<file path="config.mk">
export PLATFORM = sky130hd
export DESIGN_NAME = ahb_decode_mux
export DESIGN_NICKNAME = d
export VERILOG_FILES = /design/src/rtl/cvw.sv /design/src/rtl/ahb_decode_mux_default_slave.sv /design/src/rtl/ahb_decode_mux.sv
export SDC_FILE = /design/constraint.sdc
export NUM_CORES = 1
export LEC_CHECK = 0
export BUFFER_PORTS_ARGS = -buffer_cell sky130_fd_sc_hd__buf_2
export CORE_AREA = 4 4 253 255
export DETAILED_ROUTE_END_ITERATION = 10
export DIE_AREA = 0 0 257 259
export PLACE_DENSITY = 0.39
export SLEW_MARGIN = 25
export SYNTH_ARGS = -nofsm -noshare
export SYNTH_HDL_FRONTEND = slang
export SYNTH_SLANG_ARGS = --single-unit
</file>
<file path="constraint.sdc">
create_clock -name HCLK -period 3.43 [get_ports HCLK]
set_input_delay 0.686 -clock HCLK [delete_from_list [all_inputs] [get_ports HCLK]]
set_output_delay 0.686 -clock HCLK [all_outputs]
set_load 0.005 [all_outputs]
</file>
<file path="src/rtl/cvw.sv">
// Shared types for the AHB-Lite decode/response mux.
//   ahb_map_t     : one slave's address window; an address matches when
//                   (addr & mask) == base.
//   ahb_map_arr_t : window table for up to MAX_SLV slaves, index 0 first.
//   DEFAULT_MAP   : slave i owns the 4 KiB window at i * 0x1000.
//   statetype     : response FSM states (FWD, ERR1, ERR2).
package cvw;

   localparam int MAX_SLV = 16;

   typedef struct packed {
      logic [63:0] base;
      logic [63:0] mask;
   } ahb_map_t;

   typedef ahb_map_t [MAX_SLV-1:0] ahb_map_arr_t;

   typedef enum logic [1:0] {
      FWD  = 2'd0,
      ERR1 = 2'd1,
      ERR2 = 2'd2
   } statetype;

   function automatic ahb_map_arr_t mk_default_map();
      ahb_map_arr_t m;
      for (int i = 0; i < MAX_SLV; i++) begin
         m[i].base = 64'(i) << 12;
         m[i].mask = ~64'hFFF;
      end
      return m;
   endfunction

   localparam ahb_map_arr_t DEFAULT_MAP = mk_default_map();

endpackage

</file>
<file path="src/rtl/ahb_decode_mux_default_slave.sv">
// Internal default slave: sequences the two-cycle AHB ERROR response.
// Ports:
//   HCLK, HRESETn : bus clock, async active-low reset
//   start_err     : an erroring transfer starts its data phase next cycle
//   state         : current FSM state (observable for debug)
//   hready, hresp : response driven while the default slave owns the bus
// Handshake: start_err is sampled on the rising edge; the following cycle
// is ERR1 (HREADY=0, HRESP=1), then ERR2 (HREADY=1, HRESP=1).
module ahb_default_slave
   import cvw::*;
(
   input  logic     HCLK,
   input  logic     HRESETn,
   input  logic     start_err,
   output statetype state,
   output logic     hready,
   output logic     hresp
);

   statetype state_next;

   always_ff @(posedge HCLK or negedge HRESETn) begin
      if (!HRESETn) state <= FWD;
      else          state <= state_next;
   end

   always_comb begin
      state_next = state;
      hready     = 1'b1;
      hresp      = 1'b0;
      case (state)
         FWD:  if (start_err) state_next = ERR1;
         ERR1: begin
            hready     = 1'b0;
            hresp      = 1'b1;
            state_next = ERR2;
         end
         ERR2: begin
            hresp      = 1'b1;
            // ERR2's HREADY=1 accepts the next address phase; a new error
            // must go straight back to ERR1 with no bubble.
            state_next = start_err ? ERR1 : FWD;
         end
         default: state_next = FWD;
      endcase
   end

endmodule

</file>
<file path="src/rtl/ahb_decode_mux.sv">
// AHB-Lite address decoder and response mux with wait-state timeout.
// Ports:
//   HCLK, HRESETn          : bus clock, async active-low reset
//   HADDR, HTRANS          : manager address phase
//   HSEL                   : one-hot slave select (address phase)
//   HRDATAS, HREADYOUTS,
//   HRESPS                 : per-slave data-phase responses
//   HRDATA, HREADY, HRESP  : muxed response to the manager (HREADY also
//                            feeds back to every slave)
//   ClearQuar              : per-slave strobe clearing a quarantine flag
//   Quarantined            : sticky per-slave timeout flags
//   TimeoutErr             : single-cycle pulse in the cycle a timeout fires
// Handshake: an address phase is accepted on any rising edge with
// HREADY=1; its data phase then lasts until the next HREADY=1 edge.
module ahb_decode_mux
   import cvw::*;
#(
   parameter int           NSLV    = 8,
   parameter int           PA_BITS = 34,
   parameter int           AHBW    = 64,
   parameter int           TIMEOUT = 255,
   parameter ahb_map_arr_t MAP     = DEFAULT_MAP
) (
   input  logic                      HCLK,
   input  logic                      HRESETn,
   input  logic [PA_BITS-1:0]        HADDR,
   input  logic [1:0]                HTRANS,
   output logic [NSLV-1:0]           HSEL,
   input  logic [NSLV-1:0][AHBW-1:0] HRDATAS,
   input  logic [NSLV-1:0]           HREADYOUTS,
   input  logic [NSLV-1:0]           HRESPS,
   output logic [AHBW-1:0]           HRDATA,
   output logic                      HREADY,
   output logic                      HRESP,
   input  logic [NSLV-1:0]           ClearQuar,
   output logic [NSLV-1:0]           Quarantined,
   output logic                      TimeoutErr
);

   localparam int IW  = 4;
   // At least one bit even when the timeout is disabled.
   localparam int WCW = (TIMEOUT > 0) ? $clog2(TIMEOUT + 1) : 1;

   // Only HTRANS[1] (NONSEQ/SEQ vs IDLE/BUSY) matters here.
   logic unused_htrans0;
   assign unused_htrans0 = HTRANS[0];

   // ---------------- address decode ----------------
   logic          match_found;
   logic [IW-1:0] match_idx;
   logic          match_quar;
   logic          addr_hit;

   always_comb begin
      match_found = 1'b0;
      match_idx   = '0;
      // Scan downward so the lowest matching index is the last one written.
      for (int i = NSLV - 1; i >= 0; i--) begin
         if ((HADDR & MAP[i].mask[PA_BITS-1:0]) == MAP[i].base[PA_BITS-1:0]) begin
            match_found = 1'b1;
            match_idx   = IW'(i);
         end
      end
      match_quar = 1'b0;
      for (int i = 0; i < NSLV; i++) begin
         if (match_idx == IW'(i)) match_quar = Quarantined[i];
      end
   end

   assign addr_hit = match_found && !match_quar;

   always_comb begin
      HSEL = '0;
      for (int i = 0; i < NSLV; i++) begin
         HSEL[i] = addr_hit && (match_idx == IW'(i));
      end
   end

   // ---------------- data-phase tracking ----------------
   logic           sel_dflt;     // data phase owned by the default slave
   logic [IW-1:0]  sel_idx;
   logic           data_active;
   logic [WCW-1:0] wait_cnt;

   logic [AHBW-1:0] s_rdata;
   logic            s_ready;
   logic            s_resp;

   always_comb begin
      s_rdata = '0;
      s_ready = 1'b1;
      s_resp  = 1'b0;
      for (int i = 0; i < NSLV; i++) begin
         if (sel_idx == IW'(i)) begin
            s_rdata = HRDATAS[i];
            s_ready = HREADYOUTS[i];
            s_resp  = HRESPS[i];
         end
      end
   end

   statetype state;
   logic     dflt_ready;
   logic     dflt_resp;
   logic     fwd_slave;
   logic     stall;
   logic     timeout_hit;
   logic     start_err;

   assign fwd_slave   = (state == FWD) && !sel_dflt;
   assign stall       = fwd_slave && data_active && !s_ready;
   assign timeout_hit = (TIMEOUT != 0) && stall && (wait_cnt == WCW'(TIMEOUT - 1));

   // In ERR1/ERR2 the timed-out slave is ignored: the default slave drives.
   assign HREADY     = fwd_slave ? s_ready : dflt_ready;
   assign HRESP      = fwd_slave ? s_resp  : dflt_resp;
   assign HRDATA     = fwd_slave ? s_rdata : '0;
   assign TimeoutErr = timeout_hit;

   // Active transfer to an unmatched or quarantined address, or a timeout.
   assign start_err = (HREADY && HTRANS[1] && !addr_hit) || timeout_hit;

   ahb_default_slave u_dflt (
      .HCLK      (HCLK),
      .HRESETn   (HRESETn),
      .start_err (start_err),
      .state     (state),
      .hready    (dflt_ready),
      .hresp     (dflt_resp)
   );

   logic [NSLV-1:0] quar_set;

   always_comb begin
      quar_set = '0;
      for (int i = 0; i < NSLV; i++) begin
         quar_set[i] = timeout_hit && (sel_idx == IW'(i));
      end
   end

   always_ff @(posedge HCLK or negedge HRESETn) begin
      if (!HRESETn) begin
         sel_dflt    <= 1'b1;
         sel_idx     <= '0;
         data_active <= 1'b0;
         wait_cnt    <= '0;
         Quarantined <= '0;
      end else begin
         if (HREADY) begin
            sel_dflt    <= !addr_hit;
            sel_idx     <= match_idx;
            data_active <= HTRANS[1];
            wait_cnt    <= '0;
         end else if (stall && (wait_cnt != '1)) begin
            wait_cnt <= wait_cnt + WCW'(1);
         end
         // A set in the same cycle as a clear wins.
         Quarantined <= (Quarantined & ~ClearQuar) | quar_set;
      end
   end

endmodule

</file>
======== Word level (Yosys, flattened, before mapping) ========
Cells that the tools add are included.
W data, S select, Z words.
cells by class
  eq/ne operators ......................... 26
  bitwise gates (word level) .............. 3
  mux-type cells .......................... 58
  add/sub/neg operators ................... 1
  reduce and logical (&&, ||, !) cells .... 35
operator list
  operator               count
  $mux W64               9
  $eq A22 B3 Y1 const B  4
  $eq A22 B2 Y1 const B  2
  $mux W1                37
  $logic_not A34 Y1      1
  $eq A4 B3 Y1 const B   8
  $logic_and A1 B1 Y1    24
  $eq A22 B1 Y1 const B  1
  $mux W3                6
  $eq A4 B2 Y1 const B   4
  $mux W8                2
  $add A8 B1 Y8 const B  1
  $and A8 B8 Y8          1
  $eq A4 B1 Y1 const B   2
  $eq A8 B8 Y1 const B   1
  $logic_not A4 Y1       2
  $mux W4                2
  $ne A8 B8 Y1 const B   1
  $not A8 Y8             1
  $or A8 B8 Y8           1
  $pmux W2 S3            1
  $logic_not A1 Y1       4
  $eq A2 B1 Y1 const B   1
  $eq A2 B2 Y1 const B   1
  other kinds (6)        6
storage, ports and cells
  word-level logic and storage cells ...... 129
  flip-flop bits (word level) ............. 24
  bits of input ports ..................... 574
  output and inout bits ................... 83

======== Longest topological paths before layout ========
Gate-level depths: netlist of the first run.
  word-level depth ........................ 25
  gate-level depth with buffers ........... 10
  mapped depth without buffers ............ 9

======== Hierarchy ========
From an unflattened synthesis of the first run, not the netlist that was laid out.
second synthesis, totals
  cells, all modules ...................... 795
  area total of the unflattened synthesis .. 5735.5 µm²
by module, submodules not included
  module             times used  area an instance (µm²)  cells each  sequential area each (µm²)
  ahb_decode_mux     1           5571.6                  779         526.8
  ahb_default_slave  1           163.9                   16          50.0

======== Worst setup path after synthesis of the first run ========
OpenSTA, ideal clock, no wires.
  path type ............................... in2out
  from .................................... in HADDR[24]
  to ...................................... out HSEL[0]
  buffers on the path ..................... 0
  data required time ...................... 2744 ps
  path slack .............................. 721 ps
  arrival time ............................ 2023 ps
  stages .................................. 5
  cells stage by stage .................... nor4_1 -> nand4_1 -> nor4_1 -> nor2b_1 -> nor4bb_1
on the way
  word-level cells in the longest chain between the ends .. 21
  elaborated cells between the ends (all ways) .. 43
  classes of those cells .................. 14 x eq/ne; 24 x mux; 5 x reduce/logical
ends and longest elaborated chain
  element                line                                        source
  start: declaration     ahb_decode_mux.sv:26                        input logic [PA_BITS-1:0] HADDR,
  $eq A22 B3 Y1          ahb_decode_mux.sv:59                        if ((HADDR & MAP[i].mask[PA_BITS-1:0]) == MAP[i].base[PA_BITS-1:0]) begin
  $mux W3 (6 in a row)   ahb_decode_mux.sv:59
  $mux W4 (2 in a row)   ahb_decode_mux.sv:59
  $logic_not A4 Y1       ahb_decode_mux.sv:66, ahb_decode_mux.sv:75
  $mux W1 (8 in a row)   ahb_decode_mux.sv:66                        if (match_idx == IW'(i)) match_quar = Quarantined[i];
  $logic_not A1 Y1       ahb_decode_mux.sv:70                        assign addr_hit = match_found && !match_quar;
  $logic_and A1 B1 Y1    ahb_decode_mux.sv:70
  $logic_and A1 B1 Y1 *  ahb_decode_mux.sv:75                        HSEL[i] = addr_hit && (match_idx == IW'(i));
  end: declaration       ahb_decode_mux.sv:28                        output logic [NSLV-1:0] HSEL,
Every way passes the cells marked *; elsewhere a longest branch is shown, timed or not.

======== Worst setup path after layout of the first run ========
  from .................................... reg sel_idx[0]
  to ...................................... out HRDATA[9]
on the way
  word-level cells in the longest chain between the ends .. 10
  elaborated cells between the ends (all ways) .. 17
  classes of those cells .................. 7 x eq/ne; 9 x mux; 1 x reduce/logical
ends and longest elaborated chain
  element                   line                   source
  start: declaration        ahb_decode_mux.sv:81   logic [IW-1:0] sel_idx;
  start signal: assignment  ahb_decode_mux.sv:151  sel_idx <= match_idx;
  $logic_not A4 Y1          ahb_decode_mux.sv:94   if (sel_idx == IW'(i)) begin
  $mux W64 (7 in a row)     ahb_decode_mux.sv:94
  $mux W64 *                ahb_decode_mux.sv:94
  $mux W64 *                ahb_decode_mux.sv:117  assign HRDATA = fwd_slave ? s_rdata : '0;
  end: declaration          ahb_decode_mux.sv:32   output logic [AHBW-1:0] HRDATA,
Marks and branches as above.

==> impl_metrics.yaml, run 1 <==
status:
  status: "complete, no violations"
routing:
  wl_mm: 45.1
  drtIter0Drc: 588
  viasPerCell: 4.21
  wl_per_cell_um: 21.4
  drt_pass1_iterations: 5
  postRouteAntennaNets: 0
  vias: 8884
  drc: 0
synth:
  yosysTopAreaCell: "mux4_2"
  synth_flop_cell: "dfrtp_1"
  synth_cell_type_count: 56
  synth_warnings: 0
  netlist_area_um2: 5500
  synth_edf_count: 0
  async_reset_ff_frac: 1.00
  syn_avg_cell_area_um2: 8.60
  synth_nets: 1219
  synth.area.top_cells: "mux4_2 (26%), o22ai_1 (15%), dfrtp_1 (10%)"
  synth_seq_cells: 23
  ys_seq_area_frac: 0.105
  synthCells: 639
  yosysTopAreaCellShare: 0.262
clock_network:
  clk_root_buffer_cell: "clkbuf_16"
  cts_made_buffers: 3
  cts-htree-levels: 1
  cts_tree: "done"
  cts_sinks: 23
  clockBufferDepth: 2
  clk_pin_slew_ns: 0.06
  clock_latency_ns: 0.26
global_routing:
  grt_overflow: 0
  grt_max_degree: 41
  grt_pass1_wl_mm: 63.3
  grt_use_total: 0.124
  grt_antenna_before_repair: 6
  first_global_vias: 9471
finish:
  fill_cells: 7089
  nets: 1848
  area_growth_pct: 84.9
  drive_gt1_frac: 0.629
timing:
  slew_headroom: 0.570
  finalSetupTns_ns: 0
  finalHoldViolCount: 0
  fmax_mhz: 301
  slew_violations: 0
  worst_slew_pin_slew_ns: 0.642
  hold_ws_ns: 0.423
  period_minus_slack_ns: 3.32
  finalSetupViolCount: 0
  clock_skew_ns: 0.00324
  finalCritPeriodShare: 0.967
critical_path:
  required_ns: 2.74
  criticalPathCategory: "reg -> out"
  worstPathMaxFanout: 35
  crit_arrival_ns: 2.63
  cp-start-kind: "flop"
  end_kind: "output pin"
placement:
  place_hpwl_mm: 37.6
  placement.io_buffers: 643
  place.gp.congestion: 0.951
pwr:
  p_leak_nw: 4.75
  ir_drop_uv: 137
  power_density_nw_per_um2: 123
  power.total_mw: 1.26
floorplanning:
  rows: 91
  die_x_um: 257
  die-area_um2: 66600
  start_util: 0.0893
  core_area_um2: 61600
  pin_count: 657
  fp.dieH_um: 259
hold_path:
  min_path_type: "in -> async"
job:
  max_cap_viol_count: 0
[metal layers]
metal,routed length (um),GRT usage,vias up
met4,813,0.0229,6
met1,17800,0.153,4307
li1,-,-,4001
met5,40,0,-
met3,3480,0.0259,38
met2,22900,0.225,532
[path summary, 6_finish.rpt]
check / start / end / slack (ns) / cells after the start
worst max-delay path: sel_idx[0] / HRDATA[9] / 0.11 / 8
worst min-delay path: HRESETn / Quarantined[3] / 0.42 / 1
worst max register to register: sel_idx[0] / u_dflt.state[1] / 0.66 / 9
worst min register to register: data_active / data_active / 0.47 / 2
max in group asynchronous: HRESETn / sel_idx[2] / 2.57 / 1
min in group HCLK: data_active / data_active / 0.47 / 2
[synthesized netlist by cell type (2+ instances only)]
cell type    n
a2111oi_0   62
a21oi_1      8
a22o_1      62
and2_1       2
and3_1       3
buf_1       13
buf_2       19
buf_4        3
buf_6        2
clkbuf_1    47
dfrtp_1     22
ha_1         6
inv_1       11
inv_2        2
mux2_2       3
mux2i_1      4
mux4_2      64
nand2_1     20
nand2b_1     5
nand3_1     11
nand4_1      2
nor2_1      71
nor2b_1      2
nor3_1       2
nor4_1       6
nor4b_1      2
nor4bb_1     3
o211ai_1     4
o21ai_0     14
o221ai_1     3
o22ai_1    130
o31ai_1      3
or3_1        4
or3b_1       2
[flip-flops by register name, summed over array words and instances, names as in the netlist]
register and flops:
Quarantined 8, data_active 1, sel_dflt 1, sel_idx 3, u_dflt.state 2, wait_cnt 8
[layout by cell type, fill, tap and decap left out, types with 4 or more instances in the layout]
| master | synthesis | routed |
|---|---|---|
| nand2b_1 | 5 | 4 |
| buf_2 | 19 | 643 |
| mux4_2 | 64 | 64 |
| mux2i_1 | 4 | 4 |
| nand3_1 | 11 | 10 |
| dfrtp_1 | 22 | 19 |
| a21oi_1 | 8 | 8 |
| o211ai_1 | 4 | 4 |
| a2111oi_1 | 0 | 9 |
| o22ai_1 | 130 | 130 |
| a2111oi_0 | 62 | 51 |
| a22o_1 | 62 | 62 |
| ha_1 | 6 | 6 |
| or3_1 | 4 | 4 |
| nand2_1 | 20 | 19 |
| buf_12 | 0 | 10 |
| diode_2 | 0 | 5 |
| nor2_1 | 71 | 71 |
| inv_1 | 11 | 10 |
| nor4_1 | 6 | 6 |
| buf_4 | 3 | 55 |
| o21ai_0 | 14 | 14 |
[stage by stage]
| step | instances | setup WS, ns | cell area [um^2] | utilization |
|---|---|---|---|---|
| finish | 2109 | 0.112 | 10200 | 0.165 |
| global route | 2105 | -0.0109 | 10200 | 0.165 |
| CTS | 2104 | 0.0309 | 10100 | 0.165 |
| detailed placement | 2097 | 0.274 | 10000 | 0.162 |
| global placement | 2097 | 0.215 | 10000 | 0.162 |
| floorplan | 639 | 0.721 | 5500 | - |
[critical path: stages, from the launching register on]
cell and delay [ns]:
dfrtp_4 0.61, nor3_4 0.29, buf_12 0.26, buf_4 0.20, a22o_1 0.15, o22ai_1 0.07, a2111oi_1 0.46, buf_4 0.20
buf_2 0.11
[layout make-up]
cell class                 count  area [um^2]  share of cell area
antenna                        5         12.5             0.00123
clock buffer                   3         75.1             0.00738
clock inverter                 1         5.00            0.000492
inverter                      13         50.0             0.00492
multi-input combinational    519         4560               0.448
sequential                    23          588              0.0578
tap                          837         1050               0.103
timing repair buffer         708         3830               0.377
[cells by family (layout without fill, tap and decap cells)]
kind of cell               Yosys count  after routing  synth area share
AOI/OAI and AO/OA                  300            300             0.405
and+or+nand+nor                    140            140             0.121
buffers and inverters               97            725            0.0753
muxes                               72             72             0.278
DFF                                 23             23             0.105
adders and majority gates            6              6            0.0137
xor gates and xnor gates             1              1           0.00159
other                                0              5                 0
[power by group]
part	internal, mW	total, mW	switching [mW]	leakage (nW)
combinational	0.398	0.699	0.302	4.41
clock	0.157	0.259	0.102	0.0409
sequential	0.286	0.297	0.0111	0.308
[what timing repair did]
item	4_1_cts	5_1_grt
hold buffers	0	0
pin swaps	1	0
resized for setup	2	11
setup buffers	3	0
setup endpoints to repair	4	11
(Power assumes the default switching activity.)
==> run 2, diff against run 1 <==
CORE_AREA = 4 4 255 257   (was 4 4 253 255)
DIE_AREA = 0 0 259 261   (was 0 0 257 259)
SYNTH_HIERARCHICAL = 1   (was default)
clock period = 4 ns   (was 3.43 ns; I/O delays follow)
==> run 2 against run 1 <==
Synthesized area up 4.3%; via count up 8.3%; hold slack better by 0.090 ns; combinational power up 41%; die area up 1.6%; worst setup slack better by 0.31 ns; critical path type unchanged; core utilization down 0.41 points; critical endpoint is now HRDATA[48]; clock skew up 0.0026 ns; synthesized cell count up 24%.
==> impl_metrics.yaml, run 2 <==
status:
  status: "complete, no violations"
synth:
  ys_seq_area_frac: 0.101
  synth_edf_count: 0
  yosysTopAreaCellShare: 0.189
  yosysTopAreaCell: "a221oi_1"
  synth.area.top_cells: "a221oi_1 (19%), o22ai_1 (15%), mux2_2 (13%)"
  netlist_area_um2: 5740
  synth_nets: 1376
  yosys-top-cells-count: "o22ai_1 (133), a221oi_1 (124), nand2_1 (81)"
  syn_avg_cell_area_um2: 7.21
  synth_warnings: 6
  async_reset_ff_frac: 1.00
  synth_cell_type_count: 52
  yosysMostFrequentCell: "o22ai_1"
  synthCells: 795
  synth_seq_cells: 23
  synth_flop_cell: "dfrtp_1"
routing:
  postRouteAntennaNets: 0
  wl_per_cell_um: 19.9
  drt_pass1_iterations: 6
  viasPerCell: 4.33
  vias: 9624
  drc: 0
  drtIter0Drc: 507
  wl_mm: 44.2
timing:
  clock_skew_ns: 0.00583
  slew_headroom: 0.518
  rsz0062_at_grt: "false"
  slew_violations: 0
  finalSetupViolCount: 0
  finalCritPeriodShare: 0.895
  fmax_mhz: 279
  period_minus_slack_ns: 3.58
  finalHoldViolCount: 0
  finalSetupTns_ns: 0
  worst_slew_pin_slew_ns: 0.722
pwr:
  ir_drop_uv: 114
  power_density_nw_per_um2: 148
  p_leak_nw: 4.48
  power.total_mw: 1.50
critical_path:
  required_ns: 3.20
  reg2reg_to: "u_dflt/state[0]"
  worstPathMaxFanout: 37
  r2r_setup_slack_ns: 1.17
  crit_arrival_ns: 2.78
  criticalPathCategory: "reg -> out"
  cp-start-kind: "flop"
  end_kind: "output pin"
  rr_worst_depth: 9
  reg2reg_from: "sel_idx[1]"
finish:
  final_util: 0.161
  mostFrequentLayoutCells: "buf_2 (643), o22ai_1 (133), a221oi_1 (124), nand2_1 (79), o21ai_0 (75)"
  seq_area_um2: 584
  drive_gt1_frac: 0.553
  area_growth_pct: 76.0
  reg_top3: "Quarantined (8), wait_cnt (8), sel_idx (3)"
  fill_cells: 7339
  nets: 1957
  multi_input_area_um2: 4720
  final_common_cell: "buf_2"
floorplanning:
  fp.dieH_um: 261
  start_util: 0.0914
  die-area_um2: 67600
  die_x_um: 259
  core_area_um2: 62700
  rows: 92
  pin_count: 657
clock_network:
  cts_made_buffers: 3
  clockBufferDepth: 2
  post-cts-setup-buffers: 0
  cts_resized: 0
  cts_tree: "done"
  clk_pin_slew_ns: 0.06
  cts_sinks: 23
  cts-htree-levels: 1
  clock_latency_ns: 0.26
  cts_hold_repair.buffers: 0
  clk_root_buffer_cell: "clkbuf_16"
hold_path:
  hp-start: "sel_dflt"
  min_path_type: "reg -> reg"
  hold_end: "sel_dflt"
  min_path_cells: 2
placement:
  place.gp.congestion: 0.976
  place_hpwl_mm: 35.7
  placement.io_buffers: 643
global_routing:
  grt_overflow: 0
  grt_pass1_wl_mm: 60.5
  grt_max_degree: 108
  first_global_vias: 9708
  grt_use_total: 0.116
  grt_antenna_before_repair: 9
job:
  max_cap_viol_count: 0
run 2: changes by cell type in the layout (fill, tap and decap cells not counted), moves of 7 or more:
cell	change
a2111oi_0	-50
a2111oi_1	-9
a21boi_0	+63
a221oi_1	+124
a22o_1	-62
buf_4	-33
inv_1	+10
mux2_2	+64
mux4_2	-62
nand2_1	+60
nor2_1	-63
o21ai_0	+61
or4_1	+7
run 2: worst max-delay path: stages, from the launching register on:
cell	delay (ns)
dfrtp_4	0.56
buf_4	0.35
buf_4	0.49
mux2_2	0.26
o22ai_1	0.08
a221oi_1	0.35
a21boi_0	0.22
buf_2	0.16
run 2: per-layer routing:
layer  wire length (um)  global-route usage  vias up
li1                   -                   -     4439
met4                941              0.0246       10
met5                 66                   0        -
met2              22000               0.210      558
met3               3690              0.0213       68
met1              17400               0.143     4549
run 2: worst max path at each step:
stage | from | to | cells after the start
floorplan | HADDR[29] | HSEL[6] | 5
global placement | HADDR[29] | HSEL[6] | 7
detailed placement | HADDR[29] | HSEL[6] | 7
CTS | sel_idx[1] | HRDATA[2] | 8
global route | sel_idx[1] | HRDATA[33] | 7
finish | sel_idx[1] | HRDATA[48] | 7
run 2: area by class of cell:
| cell class | instances | share of cell area |
|---|---|---|
| flip-flops and latches | 23 | 0.0579 |
| diodes | 1 | 0.000248 |
| well taps | 846 | 0.105 |
| clock buffers | 3 | 0.00743 |
| inverters | 22 | 0.00843 |
| multi-input cells | 652 | 0.468 |
| repair buffers | 674 | 0.353 |
| clock inverters | 1 | 0.000496 |
run 2: per-stage QoR:
| step | hold slack, ns | instance area (um^2) | std cells | setup slack [ns] |
|---|---|---|---|---|
| detailed placement | 0.496 | 10000 | 2217 | 0.482 |
| global placement | 0.501 | 10000 | 2217 | 0.471 |
| finish | 0.514 | 10100 | 2222 | 0.420 |
| floorplan | 0.477 | 5740 | 795 | 1.15 |
| CTS | 0.516 | 10100 | 2221 | 0.370 |
| global route | 0.530 | 10100 | 2221 | 0.252 |
run 2: cell families (layout without fill, tap and decap cells):
group           count (synthesis)  count (layout)  share of synthesized area
simple gates                  140             140                      0.119
mux                            77              77                      0.154
flops                          23              23                      0.101
fa+ha+maj                       7               7                     0.0153
compound gates                428             428                      0.527
other cells                     0               1                          0
buf+inv                       120             700                     0.0833
run 2: power breakdown:
part / switching, mW / internal [mW]
clock: 0.0929 / 0.135
sequential: 0.0275 / 0.254
combinational: 0.493 / 0.495
